===== src/rtl/fifo_rd_pkg.sv =====
// Shared definitions for the FIFO burst reader: FSM state encoding and skid buffer depth.
package fifo_rd_pkg;

  typedef enum logic [1:0] {
    IDLE = 2'd0,
    RUN  = 2'd1,
    DONE = 2'd2
  } rd_state_e;

  localparam int unsigned SKID_DEPTH = 2;
  localparam int unsigned SKID_CNT_W = $clog2(SKID_DEPTH + 1);

endpackage


===== src/rtl/stream_skid_buf.sv =====
// Two-entry in-order word buffer; slot0 is always the head, simultaneous write/read keeps FIFO order.
module stream_skid_buf
  import fifo_rd_pkg::*;
#(
  parameter int unsigned DATA_WIDTH = 8
) (
  input  logic                  clk,
  input  logic                  rst_n,
  input  logic                  wr,
  input  logic [DATA_WIDTH-1:0] wr_data,
  input  logic                  rd,
  output logic [SKID_CNT_W-1:0] count,
  output logic [DATA_WIDTH-1:0] head
);

  logic [DATA_WIDTH-1:0] slot0;
  logic [DATA_WIDTH-1:0] slot1;
  logic                  rd_ok;
  logic [SKID_CNT_W-1:0] wr_idx;

  assign rd_ok  = rd && (count != '0);
  assign wr_idx = rd_ok ? count - SKID_CNT_W'(1) : count;
  assign head   = slot0;

  // Shift on read first; a write landing in slot0 in the same cycle overrides the shift.
  always_ff @(posedge clk or negedge rst_n) begin
    if (!rst_n) begin
      slot0 <= '0;
      slot1 <= '0;
      count <= '0;
    end else begin
      if (rd_ok) slot0 <= slot1;
      if (wr) begin
        if (wr_idx == '0) slot0 <= wr_data;
        else              slot1 <= wr_data;
      end
      count <= count + SKID_CNT_W'(wr) - SKID_CNT_W'(rd_ok);
    end
  end

endmodule


===== src/rtl/fifo_burst_reader.sv =====
// Command-driven FIFO drain engine with valid/ready output through a 2-entry skid buffer.
// Optional m_last output enabled by defining FIFO_RD_LAST_EN.
module fifo_burst_reader
  import fifo_rd_pkg::*;
#(
  parameter int unsigned DATA_WIDTH = 8,
  parameter int unsigned LEN_WIDTH  = 16
) (
  input  logic                  clk,
  input  logic                  rst_n,
  input  logic                  cmd_valid,
  input  logic [LEN_WIDTH-1:0]  cmd_len,
  output logic                  cmd_ready,
  output logic                  fifo_rd_en,
  input  logic [DATA_WIDTH-1:0] fifo_rd_data,
  input  logic                  fifo_empty,
  output logic [DATA_WIDTH-1:0] m_data,
  output logic                  m_valid,
  input  logic                  m_ready,
  output logic                  busy,
  output logic                  done,
  output logic [LEN_WIDTH-1:0]  beats_left
`ifdef FIFO_RD_LAST_EN
  ,
  output logic                  m_last
`endif
);

  localparam logic [SKID_CNT_W-1:0] DEPTH_C = SKID_CNT_W'(SKID_DEPTH);

  rd_state_e             state, state_nxt;
  logic [LEN_WIDTH-1:0]  issue_cnt;
  logic                  rd_pend;
  logic [SKID_CNT_W-1:0] buf_cnt;
  logic [SKID_CNT_W-1:0] occ;
  logic                  room;
  logic                  hs;
  logic                  last_beat;

  stream_skid_buf #(
    .DATA_WIDTH (DATA_WIDTH)
  ) u_skid (
    .clk     (clk),
    .rst_n   (rst_n),
    .wr      (rd_pend),
    .wr_data (fifo_rd_data),
    .rd      (hs),
    .count   (buf_cnt),
    .head    (m_data)
  );

  assign m_valid   = (buf_cnt != '0);
  assign hs        = m_valid && m_ready;
  assign last_beat = (beats_left == LEN_WIDTH'(1));

  // Occupancy includes the word still in flight from the FIFO register.
  assign occ  = buf_cnt + SKID_CNT_W'(rd_pend);
  assign room = (occ < DEPTH_C) || ((occ == DEPTH_C) && hs);

`ifdef FIFO_RD_LAST_EN
  assign m_last = m_valid && last_beat;
`endif

  always_comb begin
    state_nxt  = state;
    cmd_ready  = 1'b0;
    busy       = 1'b0;
    done       = 1'b0;
    fifo_rd_en = 1'b0;
    case (state)
      IDLE: begin
        cmd_ready = 1'b1;
        if (cmd_valid) state_nxt = (cmd_len == '0) ? DONE : RUN;
      end
      RUN: begin
        busy       = 1'b1;
        fifo_rd_en = (issue_cnt != '0) && !fifo_empty && room;
        if (hs && last_beat) state_nxt = DONE;
      end
      DONE: begin
        done      = 1'b1;
        state_nxt = IDLE;
      end
      default: state_nxt = IDLE;
    endcase
  end

  always_ff @(posedge clk or negedge rst_n) begin
    if (!rst_n) begin
      state      <= IDLE;
      issue_cnt  <= '0;
      beats_left <= '0;
      rd_pend    <= 1'b0;
    end else begin
      state   <= state_nxt;
      rd_pend <= fifo_rd_en;
      if (state == IDLE) begin
        if (cmd_valid && (cmd_len != '0)) begin
          issue_cnt  <= cmd_len;
          beats_left <= cmd_len;
        end
      end else begin
        if (fifo_rd_en) issue_cnt  <= issue_cnt - LEN_WIDTH'(1);
        if (hs)         beats_left <= beats_left - LEN_WIDTH'(1);
      end
    end
  end

endmodule


===== config.mk =====
export PLATFORM = sky130hd
export DESIGN_NAME = fifo_burst_reader
export DESIGN_NICKNAME = d
export VERILOG_FILES = /design/src/rtl/fifo_rd_pkg.sv /design/src/rtl/stream_skid_buf.sv /design/src/rtl/fifo_burst_reader.sv
export SDC_FILE = /design/constraint.sdc
export NUM_CORES = 1
export LEC_CHECK = 0
export BUFFER_PORTS_ARGS = -buffer_cell sky130_fd_sc_hd__buf_2
export CORE_MARGIN = 2
export CORE_UTILIZATION = 50
export CTS_CLUSTER_DIAMETER = 80
export DETAILED_ROUTE_END_ITERATION = 10
export PLACE_DENSITY = 0.73
export REMOVE_ABC_BUFFERS = 1
export SYNTH_ARGS = -nofsm -noshare
export SYNTH_HDL_FRONTEND = slang
export SYNTH_SLANG_ARGS = --single-unit

===== constraint.sdc =====
create_clock -name clk -period 4.6 [get_ports clk]
set_input_delay 1.38 -clock clk [delete_from_list [all_inputs] [get_ports clk]]
set_output_delay 1.38 -clock clk [all_outputs]
set_load 0.03 [all_outputs]

==> flow_metrics.tcl, run 1 <==
set metrics [dict create \
    cts-resized-gates 0 \
    power.density_mw_per_mm2 656 \
    rows 28 \
    antenna_left 0 \
    rsz0062_at_grt "false" \
    via_count 2662 \
    async_flop_share 1.00 \
    hold_buffers 0 \
    finalHoldViolCount 0 \
    num_antenna_cells 0 \
    worstSetupPathType "in -> out" \
    min_period_ns 3.64 \
    status "complete, no violations" \
    crit_fanout 5 \
    chipHeight_um 81.8 \
    drt-total-wl_mm 7.20 \
    filler_cell_count 525 \
    tightestPinTransition_ns 0.990 \
    synth_area_mm2 0.00302 \
    dieArea_mm2 0.00669 \
    grt_pass1_wl_mm 12.2 \
    place_area_mm2 0.00335 \
    grt_util_all_layers 0.237 \
    initial_core_util 0.514 \
    fin_crit_sh 0.792 \
    slowest_stage "and2_1" \
    final_cell_mix "buf_2, dfrtp_1, nor2_1, a21oi_1, o21ai_1" \
    seq_area_frac_synth 0.439 \
    area_delta_synth_final_pct 14.3 \
    tns_ns 0 \
    layout.nets 411 \
    core_area_mm2 0.00589 \
    max-vdd-ir-drop_mv 0.334 \
    drc 0 \
    cp_slowest_stage_delay_ns 0.23 \
    cts_root_buf "clkbuf_8" \
    path_buf_inv 2 \
    clock_skew_ns 0.00676 \
    grt_max_degree 43 \
    cpLargestDelayFamily "simple AND/OR/NAND/NOR gates" \
    synth_cell_type_count 54 \
    leakagePower_nw 1.48 \
    syn_inst 326 \
    path_common_cell "buf_2" \
    die_w_um 81.8 \
    via_per_inst 5.89 \
    wl_per_cell_um 15.9 \
    gp_congestion 0.888 \
    hold_path_class "reg -> reg" \
    arrival_ns 2.26 \
    place_ws_ns 0.957 \
    cts_sinks 53 \
    fin_util 0.587 \
    place.detailed.hpwl_mm 5.14 \
    io_pins 58 \
    insertion_delay_ns 0.31 \
    end_kind "output pin" \
    grt.overflow.total 0 \
    clkTransAtPathRegs_ns 0.09 \
    ys_seq_elements 53 \
    htreeDepth 2 \
    post_cts_buffers 0 \
    final_cell_area_mm2 0.00346 \
    grt_antenna_before_repair 0 \
    critPathLaunchType "input pin" \
    fmax_mhz 275 \
    holdWs_ns 0.499 \
    cts_max_path_buffers 2 \
    relSlewSlack 0.335 \
    first_pass_iters 4 \
    crit_chain "buf_2 -> nor3b_1 -> o211a_1 -> and2_1 -> buf_2" \
    drt-initial-drc-count 242 \
    synth_area_per_cell_um2 9.28 \
    setup_slack_ns 0.958 \
    grt_pass1_vias 2480 \
    port_buffers 57 \
    synth_edf_count 0 \
    ys.warnings.count 0 \
    synth_flop_cell "dfrtp_1" \
    setup_violations 0 \
    layout_commonest_cell "buf_2" \
    cap_violations 0 \
    cts_tree "done" \
    required_ns 3.22 \
    final_layout_size_suffix_gt1_frac 0.220 \
    numCtsBuffers 5 \
    drv_slew 0 \
]
-- final timing paths --
path / start / to / slack, ns / depth (start not counted)
max: m_ready / fifo_rd_en / 0.96 / 5
min: u_skid.slot1[7]$_DFFE_PN0P_ / u_skid.slot1[7]$_DFFE_PN0P_ / 0.50 / 1
max reg2reg: beats_left[0]$_DFFE_PN0P_ / beats_left[10]$_DFFE_PN0P_ / 2.34 / 7
min reg2reg: u_skid.slot1[7]$_DFFE_PN0P_ / u_skid.slot1[7]$_DFFE_PN0P_ / 0.50 / 1
max in group asynchronous: rst_n / beats_left[13]$_DFFE_PN0P_ / 2.75 / 2
min in group asynchronous: rst_n / u_skid.count[1]$_DFF_PN0_ / 1.07 / 1
-- report_power, final --
| group | internal (mW) | switching [mW] |
|---|---|---|
| Sequential | 0.696 | 0.222 |
| Combinational | 0.394 | 0.666 |
| Clock | 0.136 | 0.154 |
| Total | 1.23 | 1.04 |
-- per-stage QoR --
step           instances  power [mW]
5_1_grt              452        2.45
6_report             452        2.27
2_1_floorplan        307        1.66
3_5_place_dp         444        1.99
3_3_place_gp         444        1.95
4_1_cts              452        2.28
-- layout make-up --
type                       count  area, µm²  share of cell area
tap                           75       93.8              0.0272
timing repair buffer          62        323              0.0934
sequential                    53       1330               0.384
multi-input combinational    240       1560               0.451
clock inverter                 1       5.00             0.00145
clock buffer                   7       96.3              0.0279
inverter                      14       52.6              0.0152
-- synthesized netlist by cell type (6+ instances only) --
master	instances	area, µm²
clkbuf_1	11	41.3
a31oi_1	11	68.8
mux2_1	8	90.1
nor2_1	50	188
ha_1	6	75.1
o21ai_1	19	95.1
mux2i_1	9	90.1
o22a_1	15	131
nor4_1	10	62.6
a21oi_1	36	180
inv_1	14	52.6
dfrtp_1	53	1330
o21ai_0	7	35.0
-- worst reg2reg max path, stage by stage, from the launching register on --
cell     delay (ns)
dfrtp_1        0.42
inv_1          0.13
ha_1           0.23
or4b_1         0.54
or3_4          0.40
nor2_2         0.15
a21oi_1        0.08
o22a_1         0.21
-- cells by family after synthesis --
logic type                 Yosys count  share of synthesized area
AOI/OAI and AO/OA                  114                      0.240
buffers and inverters               33                     0.0459
adders and majority gates            6                     0.0248
xor gates and xnor gates             2                    0.00579
DFF                                 53                      0.439
and+or+nand+nor                    101                      0.185
muxes                               17                     0.0596
-- metal layers --
metal	GRT usage	vias up	wire (µm)
met5	0	-	0
met4	0.0733	0	107
met3	0.0429	8	396
met2	0.358	73	3320
met1	0.347	1273	3380
li1	-	1308	-
-- registers in the layout, indices dropped and copies added (netlist names) --
register and flops:
beats_left 16, u_skid.head 8, rd_pend 1, u_skid.count 2
issue_cnt 16, state 2, u_skid.slot1 8
No activity file was read; power rests on OpenSTA's default activity.
==> inputs of run 2 (changes only) <==
==> constraint.sdc (replaced) <==
create_clock -name clk -period 3.4 [get_ports clk]
set_input_delay 1.02 -clock clk [delete_from_list [all_inputs] [get_ports clk]]
set_output_delay 1.02 -clock clk [all_outputs]
set_load 0.03 [all_outputs]
==> run 2 against run 1 <==
Effect of this change:
- global-route usage increased by 1.0 points
- worst hold slack gained 0.0063 ns
- non-clock buffer count increased by 3
- largest cell class unchanged
- die area stayed put
- power is 36% higher
- critical endpoint unchanged
- combinational power up 38%
- clock power grew 31%
- clock skew grew 0.0019 ns
- core utilization grew 0.26 points
==> flow_metrics.tcl, run 2 (synthesis results as in run 1) <==
set metrics [dict create \
    post_cts_buffers 0 \
    crit_fanout 6 \
    tns_ns 0 \
    cap_violations 0 \
    tightestPinTransition_ns 0.612 \
    area_delta_synth_final_pct 14.8 \
    via_per_inst 6.01 \
    via_count 2733 \
    numCtsBuffers 5 \
    grt_antenna_before_repair 0 \
    filler_cell_count 522 \
    drt-total-wl_mm 7.56 \
    grt_util_all_layers 0.247 \
    dieArea_mm2 0.00669 \
    finalHoldViolCount 0 \
    drv_slew 0 \
    r2r-end "beats_left[10]$_DFFE_PN0P_" \
    grt_pass1_vias 2620 \
    cts_max_path_buffers 2 \
    arrival_ns 2.16 \
    cts_root_buf "clkbuf_8" \
    p_int_mw 1.64 \
    layout.nets 414 \
    min_to "u_skid.slot1[5]$_DFFE_PN0P_" \
    grt_max_degree 42 \
    fin_crit_sh 0.934 \
    worstSetupPathType "reg -> out" \
    rrSetupSlack_ns 1.14 \
    power.density_mw_per_mm2 889 \
    io_pins 58 \
    rows 28 \
    hold_start "u_skid.slot1[5]$_DFFE_PN0P_" \
    drc 0 \
    setup_violations 0 \
    final_cells 455 \
    cts-resized-gates 0 \
    die_w_um 81.8 \
    p_comb_frac 0.474 \
    num_antenna_cells 0 \
    final_cell_mix "buf_2, dfrtp_1, nor2_1, a21oi_1, o21ai_1" \
    p_sw_frac 0.470 \
    relSlewSlack 0.588 \
    regToRegStartpoint "beats_left[0]$_DFFE_PN0P_" \
    final_layout_size_suffix_gt1_frac 0.226 \
    place.detailed.hpwl_mm 5.44 \
    cts_tree "done" \
    first_pass_iters 5 \
    initial_core_util 0.514 \
    wl_per_cell_um 16.6 \
    chipHeight_um 81.8 \
    min_period_ns 3.18 \
    hold_buffers 0 \
    reg_top3 "beats_left: 16 flops, issue_cnt: 16 flops" \
    pwr-share-clk 0.123 \
    required_ns 2.38 \
    status "complete, no violations" \
    grt.overflow.total 0 \
    holdPathStages 1 \
    core_area_mm2 0.00589 \
    r2r_cells 7 \
    hold_path_class "reg -> reg" \
    end_kind "output pin" \
    critPathLaunchType "register" \
    port_buffers 57 \
    insertion_delay_ns 0.32 \
    max-vdd-ir-drop_mv 0.479 \
    drt-initial-drc-count 200 \
    antenna_left 0 \
    htreeDepth 2 \
    fmax_mhz 315 \
    power_frac_seq 0.403 \
    leakagePower_nw 1.48 \
    gp_congestion 0.893 \
    power.switching_mw 1.45 \
    grt_pass1_wl_mm 12.5 \
    rsz0062_at_grt "false" \
    clkTransAtPathRegs_ns 0.10 \
    layout_commonest_cell "buf_2" \
    cts_sinks 53 \
    dp.cells 447 \
    clock_skew_ns 0.00865 \
]
==> run 2: worst max-delay path by stage <==
stage / cells past startpoint / endpoint / slack, ns / startpoint
2_1_floorplan: 5 / issue_cnt[11]$_DFFE_PN0P_ / 0.23 / cmd_len[3]
3_3_place_gp: 5 / fifo_rd_en / 0.50 / m_ready
3_5_place_dp: 5 / fifo_rd_en / 0.45 / m_ready
4_1_cts: 6 / fifo_rd_en / 0.22 / issue_cnt[0]$_DFFE_PN0P_
5_1_grt: 6 / fifo_rd_en / 0.09 / issue_cnt[0]$_DFFE_PN0P_
6_report: 6 / fifo_rd_en / 0.22 / issue_cnt[0]$_DFFE_PN0P_
==> run 2: power by group through the flow <==
stage / sequential (mW) / clock [mW] / combinational (mW)
2_1_floorplan: 1.47 / 0 / 0.774
3_3_place_gp: 1.24 / 0 / 1.42
3_5_place_dp: 1.25 / 0 / 1.47
4_1_cts: 1.24 / 0.384 / 1.47
5_1_grt: 1.29 / 0.411 / 1.63
6_report: 1.24 / 0.381 / 1.46
==> run 2: layer usage <==
layer / part of all wire / global-route usage / up-vias
met4: 0.022 / 0.0933 / 0
met2: 0.46 / 0.386 / 95
met3: 0.065 / 0.0429 / 12
met1: 0.45 / 0.345 / 1310
li1: - / - / 1316
met5: 0 / 0 / -
==> run 2: per-stage QoR <==
stage	util	hold slack [ns]	total power [mW]	worst slack [ns]	area, µm²
final	0.590	0.505	3.09	0.225	3470
after global routing	0.590	0.524	3.33	0.0885	3470
after floorplan	-	0.464	2.25	0.232	2940
after CTS	0.590	0.507	3.10	0.218	3470
after global placement	0.574	0.476	2.66	0.495	3380
after detailed placement	0.574	0.483	2.72	0.455	3380
==> run 2: area by class of cell <==
| cell class | instances | area (µm²) | area share |
|---|---|---|---|
| clock buffer | 5 | 68.8 | 0.0198 |
| timing repair buffer | 65 | 345 | 0.0995 |
| clock inverter | 3 | 25.0 | 0.00721 |
| multi-input combinational | 240 | 1560 | 0.449 |
| sequential | 53 | 1330 | 0.382 |
| inverter | 14 | 52.6 | 0.0151 |
| tap | 75 | 93.8 | 0.0270 |
==> run 2: critical path, stage by stage, from the launching register on <==
cell and delay, ns:
dfrtp_1 0.42, inv_1 0.11, ha_1 0.29, nor4b_2 0.37
nand4_1 0.18, and2_1 0.27, buf_2 0.20
==> inputs of run 3 (changes only) <==
--- a/config.mk
+++ b/config.mk
@@ -7,10 +7,11 @@
 export LEC_CHECK = 0
 export BUFFER_PORTS_ARGS = -buffer_cell sky130_fd_sc_hd__buf_2
 export CORE_MARGIN = 2
-export CORE_UTILIZATION = 50
+export CORE_UTILIZATION = 53
 export CTS_CLUSTER_DIAMETER = 80
 export DETAILED_ROUTE_END_ITERATION = 10
-export PLACE_DENSITY = 0.73
+export GPL_TIMING_DRIVEN = 0
+export PLACE_DENSITY = 0.77
 export REMOVE_ABC_BUFFERS = 1
 export SYNTH_ARGS = -nofsm -noshare
 export SYNTH_HDL_FRONTEND = slang
==> constraint.sdc (replaced) <==
create_clock -name clk -period 3 [get_ports clk]
set_input_delay 0.9 -clock clk [delete_from_list [all_inputs] [get_ports clk]]
set_output_delay 0.9 -clock clk [all_outputs]
set_load 0.03 [all_outputs]
==> run 3 against run 2 <==
Effect of this change:
- final area rose by 0.11%
- sequential cell count did not move
- global-route usage decreased by 0.31 points
- core utilization is 4.1 points higher
- count of clock-buffer cells in the layout did not move
- critical endpoint is now cmd_ready
- non-clock buffer count is 5 lower
- worst hold slack got worse by 0.0028 ns
==> flow_metrics.tcl, run 3 (synthesis results as in run 1) <==
set metrics [dict create \
    drv_slew 0 \
    tightestPinTransition_ns 1.17 \
    die_w_um 79.5 \
    multi_input_area_mm2 0.00159 \
    hold_path_class "reg -> reg" \
    status "complete, no violations" \
    initial_core_util 0.549 \
    via_per_inst 5.98 \
    crit_fanout 43 \
    grt_antenna_before_repair 0 \
    slowest_stage "clkinvlp_4" \
    layout_commonest_cell "buf_2" \
    end_kind "output pin" \
    drt-total-wl_mm 7.38 \
    clkTransAtPathRegs_ns 0.10 \
    grt.overflow.total 0 \
    total_power_mw 3.50 \
    chipHeight_um 79.5 \
    finalHoldViolCount 0 \
    arrival_ns 1.99 \
    drt-initial-drc-count 215 \
    grt_max_degree 54 \
    htreeDepth 2 \
    place.detailed.hpwl_mm 5.13 \
    crit_chain "or2_4 -> clkinvlp_4 -> buf_2" \
    grt_pass1_wl_mm 12.0 \
    min_period_ns 2.89 \
    core_area_mm2 0.00551 \
    grt_pass1_vias 2487 \
    antenna_left 0 \
    leakagePower_nw 1.46 \
    rows 27 \
    required_ns 2.10 \
    cts_max_path_buffers 2 \
    drc 0 \
    cts_tree "done" \
    cap_violations 0 \
    power.density_mw_per_mm2 1010 \
    io_pins 58 \
    clock_skew_ns 0.0102 \
    seq_area_mm2 0.00133 \
    relSlewSlack 0.222 \
    insertion_delay_ns 0.31 \
    area_delta_synth_final_pct 14.9 \
    max-vdd-ir-drop_mv 0.539 \
    layout.nets 410 \
    grt_util_all_layers 0.244 \
    setup_violations 0 \
    final_layout_size_suffix_gt1_frac 0.234 \
    port_buffers 57 \
    via_count 2681 \
    wl_per_cell_um 16.5 \
    first_pass_iters 5 \
    cts_sinks 53 \
    dieArea_mm2 0.00633 \
    hold_buffers 0 \
    final_cell_area_mm2 0.00347 \
    rsz0062_at_grt "true" \
    place_area_mm2 0.00333 \
    filler_cell_count 477 \
    final_cell_mix "buf_2, dfrtp_1, nor2_1, a21oi_1, o21ai_1" \
    num_antenna_cells 0 \
    numCtsBuffers 5 \
    reg_top3 "beats_left: 16 flops, issue_cnt: 16 flops" \
    fin_crit_sh 0.962 \
    cts_root_buf "clkbuf_8" \
    fmax_mhz 346 \
    critPathLaunchType "register" \
    cp_slowest_stage_delay_ns 0.50 \
    worstSetupPathType "reg -> out" \
    gp_congestion 0.932 \
]
## run 3: worst paths after layout
kind / start / to / slack [ns] / cells after the start
setup / recovery: state[1]$_DFFE_PN0P_ / cmd_ready / 0.11 / 3
hold / removal: u_skid.slot1[6]$_DFFE_PN0P_ / u_skid.slot1[6]$_DFFE_PN0P_ / 0.50 / 1
setup reg to reg: u_skid.count[0]$_DFF_PN0_ / u_skid.slot1[2]$_DFFE_PN0P_ / 0.35 / 6
hold reg to reg: u_skid.slot1[6]$_DFFE_PN0P_ / u_skid.slot1[6]$_DFFE_PN0P_ / 0.50 / 1
max in group asynchronous: rst_n / beats_left[0]$_DFFE_PN0P_ / 1.46 / 1
min in group asynchronous: rst_n / u_skid.head[5]$_DFF_PN0_ / 0.82 / 1
## run 3: what timing repair did
action                                 in CTS  in global routing
endpoints found under the hold margin       0                  0
pin swaps                                   0                  2
gates resized for setup                     4                  3
setup endpoints to repair                   2                 13
buffers inserted                            0                  2
gates cloned                                1                  0
## run 3: report_power, final
group | switching [mW] | internal, mW | leakage (nW)
logic | 1.04 | 0.615 | 0.800
clock network | 0.251 | 0.169 | 0.0447
registers | 0.354 | 1.07 | 0.618
total | 1.65 | 1.85 | 1.46
## run 3: cell type report
| class | instances | share of cell area |
|---|---|---|
| multi-input combinational | 240 | 0.458 |
| sequential | 53 | 0.382 |
| timing repair buffer | 60 | 0.0897 |
| tap | 72 | 0.0259 |
| clock buffer | 5 | 0.0198 |
| inverter | 14 | 0.0162 |
| clock inverter | 3 | 0.00720 |
| timing repair inverter | 1 | 0.00144 |
## run 3: metal layers
layer  track usage  share of wire  routed length [µm]
met1         0.342           0.45                3340
met2         0.390           0.47                3500
met3        0.0407          0.062                 460
met4        0.0724          0.010                  74
met5             0              0                   0
## run 3: stage by stage
step                hold slack (ns)  TNS (ns)  utilization  setup slack [ns]  std cells
detailed placement            0.483     -3.94        0.605            -0.272        437
floorplan                     0.464    -0.304            -           -0.0482        307
global placement              0.475    -22.88        0.602            -0.899        436
global route                  0.520   -0.0156        0.631           -0.0156        448
finish                        0.502         0        0.631             0.113        448
CTS                           0.506         0        0.626            0.0489        446
## run 3: worst max-delay path, delay by kind of cell, from the launching register on
kind	cells	cell delay [ns]
DFF	1	0.39
and+or+nand+nor	1	0.47
buffers and inverters	2	0.81
